[src/rtl/pr_read_arbiter.sv]
// Round-robin AXI read-channel arbiter for the PageRank vertex (ARID 0) and in-edge (ARID 1) fetchers.
// Optional PR_ARB_STATS_EN adds saturating grant/stall counters; otherwise the stat ports read 0.
module pr_read_arbiter #(
  parameter int         MAX_OUT = 8,
  parameter logic [2:0] ARSIZE0 = 3'b011,
  parameter logic [2:0] ARSIZE1 = 3'b011
) (
  input  logic         clk,
  input  logic         rst,
  input  logic         req0_valid,
  input  logic [63:0]  req0_addr,
  input  logic [7:0]   req0_len,
  output logic         req0_ready,
  input  logic         req1_valid,
  input  logic [63:0]  req1_addr,
  input  logic [7:0]   req1_len,
  output logic         req1_ready,
  output logic         resp0_valid,
  output logic [511:0] resp0_data,
  output logic         resp0_last,
  input  logic         resp0_ready,
  output logic         resp1_valid,
  output logic [511:0] resp1_data,
  output logic         resp1_last,
  input  logic         resp1_ready,
  output logic [15:0]  arid_m,
  output logic [63:0]  araddr_m,
  output logic [7:0]   arlen_m,
  output logic [2:0]   arsize_m,
  output logic         arvalid_m,
  input  logic         arready_m,
  input  logic [15:0]  rid_m,
  input  logic [511:0] rdata_m,
  input  logic [1:0]   rresp_m,
  input  logic         rlast_m,
  input  logic         rvalid_m,
  output logic         rready_m,
  output logic         err,
  output logic [7:0]   out0,
  output logic [7:0]   out1,
  output logic [31:0]  stat_grant0,
  output logic [31:0]  stat_grant1,
  output logic [31:0]  stat_stall
);

  typedef enum logic {IDLE, ISSUE} state_t;

  state_t state;
  logic   last_grant;
  logic   elig0, elig1, pick1;
  logic   ar_accept, inc0, inc1;
  logic   rid_known, r_fire, ret0, ret1, bad_rid;
  logic [8:0] cred0, cred1;

  // Returns {underflow, next_count}; a simultaneous issue and return cancel out.
  function automatic logic [8:0] credit_next(input logic [7:0] cnt, input logic inc,
                                             input logic ret);
    logic [8:0] res;
    res = {1'b0, cnt};
    if (inc && !ret)
      res = {1'b0, cnt + 8'd1};
    else if (ret && !inc) begin
      if (cnt == 8'd0) res = {1'b1, 8'd0};
      else             res = {1'b0, cnt - 8'd1};
    end
    return res;
  endfunction

  assign elig0 = req0_valid && (out0 < 8'(MAX_OUT));
  assign elig1 = req1_valid && (out1 < 8'(MAX_OUT));
  // On a tie the requester that did not win last time goes next.
  assign pick1 = elig1 && (!elig0 || !last_grant);

  // NOTE: the ready pulses are decoded from the live AR handshake rather than registered,
  // so the requester sees ready in exactly the cycle its address is taken.
  assign ar_accept  = (state == ISSUE) && arvalid_m && arready_m;
  assign inc0       = ar_accept && !arid_m[0];
  assign inc1       = ar_accept &&  arid_m[0];
  assign req0_ready = inc0;
  assign req1_ready = inc1;

  assign rid_known  = (rid_m[15:1] == 15'd0);
  assign resp0_data = rdata_m;
  assign resp1_data = rdata_m;
  assign resp0_last = rlast_m;
  assign resp1_last = rlast_m;

  // NOTE: every signal gets a default before the branches so no latch is inferred.
  always_comb begin
    resp0_valid = 1'b0;
    resp1_valid = 1'b0;
    rready_m    = 1'b1;
    if (rid_known && !rid_m[0]) begin
      resp0_valid = rvalid_m;
      rready_m    = resp0_ready;
    end else if (rid_known) begin
      resp1_valid = rvalid_m;
      rready_m    = resp1_ready;
    end
  end

  assign r_fire  = rvalid_m && rready_m;
  assign ret0    = r_fire && rlast_m && rid_known && !rid_m[0];
  assign ret1    = r_fire && rlast_m && rid_known &&  rid_m[0];
  assign bad_rid = rvalid_m && !rid_known;
  assign cred0   = credit_next(out0, inc0, ret0);
  assign cred1   = credit_next(out1, inc1, ret1);

  // NOTE: state uses non-blocking assignments so every register samples pre-edge values.
  always_ff @(posedge clk) begin
    if (rst) begin
      state      <= IDLE;
      arvalid_m  <= 1'b0;
      araddr_m   <= '0;
      arid_m     <= '0;
      arlen_m    <= '0;
      arsize_m   <= ARSIZE0;
      last_grant <= 1'b1;
      out0       <= '0;
      out1       <= '0;
      err        <= 1'b0;
    end else begin
      if (state == IDLE) begin
        if (elig0 || elig1) begin
          arvalid_m <= 1'b1;
          arid_m    <= {15'd0, pick1};
          araddr_m  <= pick1 ? req1_addr : req0_addr;
          arlen_m   <= pick1 ? req1_len  : req0_len;
          arsize_m  <= pick1 ? ARSIZE1   : ARSIZE0;
          state     <= ISSUE;
        end
      end else if (arready_m) begin
        arvalid_m  <= 1'b0;
        last_grant <= arid_m[0];
        state      <= IDLE;
      end
      out0 <= cred0[7:0];
      out1 <= cred1[7:0];
      if (bad_rid || (r_fire && rresp_m != 2'b00) || cred0[8] || cred1[8])
        err <= 1'b1;
    end
  end

`ifdef PR_ARB_STATS_EN
  always_ff @(posedge clk) begin
    if (rst) begin
      stat_grant0 <= '0;
      stat_grant1 <= '0;
      stat_stall  <= '0;
    end else begin
      if (inc0 && stat_grant0 != '1) stat_grant0 <= stat_grant0 + 32'd1;
      if (inc1 && stat_grant1 != '1) stat_grant1 <= stat_grant1 + 32'd1;
      if (arvalid_m && !arready_m && stat_stall != '1) stat_stall <= stat_stall + 32'd1;
    end
  end
`else
  assign stat_grant0 = '0;
  assign stat_grant1 = '0;
  assign stat_stall  = '0;
`endif

endmodule

[config.mk]
export PLATFORM = sky130hd
export DESIGN_NAME = pr_read_arbiter
export DESIGN_NICKNAME = d
export VERILOG_FILES = /design/src/rtl/pr_read_arbiter.sv
export SDC_FILE = /design/constraint.sdc
export NUM_CORES = 1
export LEC_CHECK = 0
export ABC_CLOCK_PERIOD_IN_PS = 7600
export CAP_MARGIN = 10
export CELL_PAD_IN_SITES_DETAIL_PLACEMENT = 0
export CELL_PAD_IN_SITES_GLOBAL_PLACEMENT = 1
export CORE_AREA = 2 2 750 752
export CTS_CLUSTER_DIAMETER = 120
export DETAILED_ROUTE_END_ITERATION = 6
export DIE_AREA = 0 0 752 754
export PLACE_DENSITY_LB_ADDON = 0.3
export SLEW_MARGIN = 20
export SYNTH_ARGS = -nofsm -noshare
export SYNTH_HDL_FRONTEND = slang
export SYNTH_SLANG_ARGS = --single-unit
[constraint.sdc]
create_clock -name clk -period 7.6 [get_ports clk]
set_input_delay 2.28 -clock clk [delete_from_list [all_inputs] [get_ports clk]]
set_output_delay 2.28 -clock clk [all_outputs]
set_load 0.01 [all_outputs]
==> reports/metrics.yaml <==
setup_path:
  slowest_stage: "clkdlybuf4s50_1"
  r2r_slack_ps: 4250
  cp_slowest_stage_delay_ps: 560
  rr_worst_depth: 6
  crit_path_start_kind: "input pin"
  cp.required_ps: 5320
  end_kind: "output pin"
  arrival_ps: 4430
  crit_buf_inv: 2
  worstReg2RegStart: "out1[5]"
  cp_top_family: "simple AND/OR/NAND/NOR gates"
  worstSetupPathType: "input pin to output pin"
  crit_path_cell_trace: "clkdlybuf4s50_1 -> nor4_1 -> and4_1 -> and2_1 -> nor2b_1 -> clkdlybuf4s50_1"
  cpMostUsedCell: "clkdlybuf4s50_1"
  worstPathMaxFanout: 5
  r2r_end: "araddr_m[63]"
synth:
  synth.most_common_cell: "buf_4"
  ys_seq_elements: 93
  yosys.area.top_type: "buf_4"
  yosys_most_used_dff: "dfxtp_1"
  ys_types: 63
  syn-cell-area_um2: 14300
  ys_top_cells_by_count: "buf_4, dfxtp_1, a21oi_1, nand3_1, a311oi_2"
  synth.area.top_cells: "buf_4, dfxtp_1, a311oi_2"
  seq_area_frac_synth: 0.130
  async_reset_ff_frac: 0
  synth_area_per_cell_um2: 7.93
  synth_top_area_frac: 0.599
  postSynthCellCount: 1803
  synth_warnings: 0
  synth-edff-count: 0
clock_network:
  cts-buffers-inserted: 13
  cts.sinks: 93
  root_buffer: "clkbuf_16"
  cts.repair.resized: 0
  cts_tree: "built"
  cts_max_level: 3
  cts_buffer_depth: 3
  cts_setup_buffers: 0
  worstSkewPairLatency_ps: 610
  path_clk_slew_ps: 100
  hold_buffers: 0
die:
  rows: 275
  core_um2: 559000
  initial_core_util: 0.0256
  fp.dieH_um: 754
  io_pins: 1919
  dieWidth_um: 752
  die_area_um2: 567000
drt:
  dr.pass1.iters: 7
  wirelength_um: 309000
  postRouteAntennaNets: 0
  wl_per_cell_um: 36.4
  detail_route.vias_per_cell: 1.16
  first_iter_violations: 900
  dr_total_vias: 9876
  drc: 0
sta:
  rsz0062_at_grt: "no"
  worst_slack_ps: 892
  hold_viol_final: 0
  fin_tns_setup_ps: 0
  max-slew-margin-rel: 0.179
  fmax_ghz: 0.149
  tightestPinTransition_ps: 1230
  finalCriticalPeriod_ps: 6710
  fin_skew_ps: 67.9
  slew_viol_final: 0
  fin_crit_sh: 0.883
  finalSetupViolCount: 0
grt:
  antenna_found_initial: 15
  overflow: 0
  grt_first_pass_wirelength_um: 331000
  grt_pass1_vias: 9345
  track_usage: 0.104
  grt_max_degree: 74
hold_path:
  min_path_cells: 2
  min_path_type: "flop to flop"
  hold_path_end: "last_grant"
  min_from: "last_grant"
final_layout:
  syn_to_final_growth_pct: 29.0
  multi_input_area_um2: 3870
  seqCellArea_um2: 1860
  fillers: 66600
  fin_util: 0.0330
  drive_gt1_frac: 0.125
  layout.nets: 1688
pwr:
  seqPwrFrac: 0.296
  combinationalPowerShare: 0.286
  p_leak_nw: 3.40
  p_int_mw: 1.14
  powerDensity_nw_per_um2: 102
  peakVddDrop_mv: 0.108
  fin_total_pwr_mw: 1.89
  p_switching_mw: 0.744
  swShare: 0.395
  clkPwrFrac: 0.418
placed_design:
  place_ws_ps: 837
  hpwl_um: 288000
  place.gp.congestion: 0.717
  io_buffers: 268
job:
  maxCapViolCount: 0
status:
  status: "finished clean"
==> metal layers <==
layer	track usage	up-vias	wire (µm)
met3	0.227	393	142000
met4	0.0446	23	15700
met5	0.0212	-	1730
li1	-	3115	-
met2	0.140	2401	117000
met1	0.0303	3944	32000
==> per-stage QoR <==
stage / cells / instance area (µm²) / hold slack (ps)
after global placement: 8457 / 18000 / 483
after CTS: 8476 / 18400 / 507
after detailed placement: 8459 / 18000 / 483
after floorplan: 1915 / 14700 / 455
after global routing: 8476 / 18400 / 545
final: 8480 / 18400 / 503
==> worst reg2reg max path: stages (launching register included) <==
cell and delay [ps]:
dfxtp_1 480, or3_1 520, o22ai_4 210, buf_4 640, buf_4 810, a21oi_1 240, a311oi_2 280
==> cells in the final DEF (no fill, tap or decap), types with 4 or more instances in the layout <==
master             n
nor2b_1            4
or3_1              5
nor3_1             7
o21ai_2            4
a21oi_1           87
diode_2            4
conb_1           114
dfxtp_1           93
ha_1              10
clkbuf_16         13
nor2_1             9
nor4_1             9
nand3_1           81
clkdlybuf4s50_1  264
a311oi_2          69
a311oi_1           5
nand2b_1           4
inv_1             14
nand2_1           21
nand4_1            4
a31oi_1            7
o21ai_1           65
or4_1              4
o21a_1             4
buf_4             13
xnor2_1            5
buf_12             6
o21ai_0           14
==> logic make-up (layout without fill, tap and decap cells) <==
kind of cell               Yosys count  after routing  synth area share
buffers and inverters             1234            316             0.630
adders and majority gates           10             10           0.00875
and+or+nand+nor                    173            173            0.0662
muxes                                4              4           0.00298
DFF                                 93             93             0.130
xor gates and xnor gates             5              5           0.00306
AOI/OAI and AO/OA                  282            282             0.158
other                                2            118          0.000525
==> sequential cells by signal, indices dropped and copies added, names as in the netlist <==
| name | cells |
|---|---|
| araddr_m | 64 |
| arid_m | 1 |
| arlen_m | 8 |
| arvalid_m | 1 |
| err | 1 |
| last_grant | 1 |
| out0 | 8 |
| out1 | 8 |
| state | 1 |
==> worst max path at each step <==
stage / from / to / cells after the start
finish: rid_m[1] / resp0_valid / 6
CTS: rid_m[1] / resp0_valid / 6
global placement: rid_m[1] / resp0_valid / 6
floorplan: rid_m[2] / resp0_valid / 4
detailed placement: rid_m[1] / resp0_valid / 6
global route: rid_m[1] / resp0_valid / 6
==> power groups by stage <==
stage / clock network, mW / logic [mW] / registers, mW
6_report: 0.787 / 0.540 / 0.558
5_1_grt: 0.869 / 0.584 / 0.564
4_1_cts: 0.892 / 0.557 / 0.560
3_5_place_dp: 0 / 0.555 / 0.570
3_3_place_gp: 0 / 0.553 / 0.570
2_1_floorplan: 0 / 0.809 / 0.579
==> final cells by class <==
class | count | share of cell area
flip-flops and latches | 93 | 0.101
repair buffers | 284 | 0.156
multi-input cells | 588 | 0.210
clock buffers | 14 | 0.0184
diodes | 4 | 0.000543
clock inverters | 3 | 0.00366
inverters | 15 | 0.00332
well taps | 7479 | 0.507
Power figures use the tool's default switching activity.
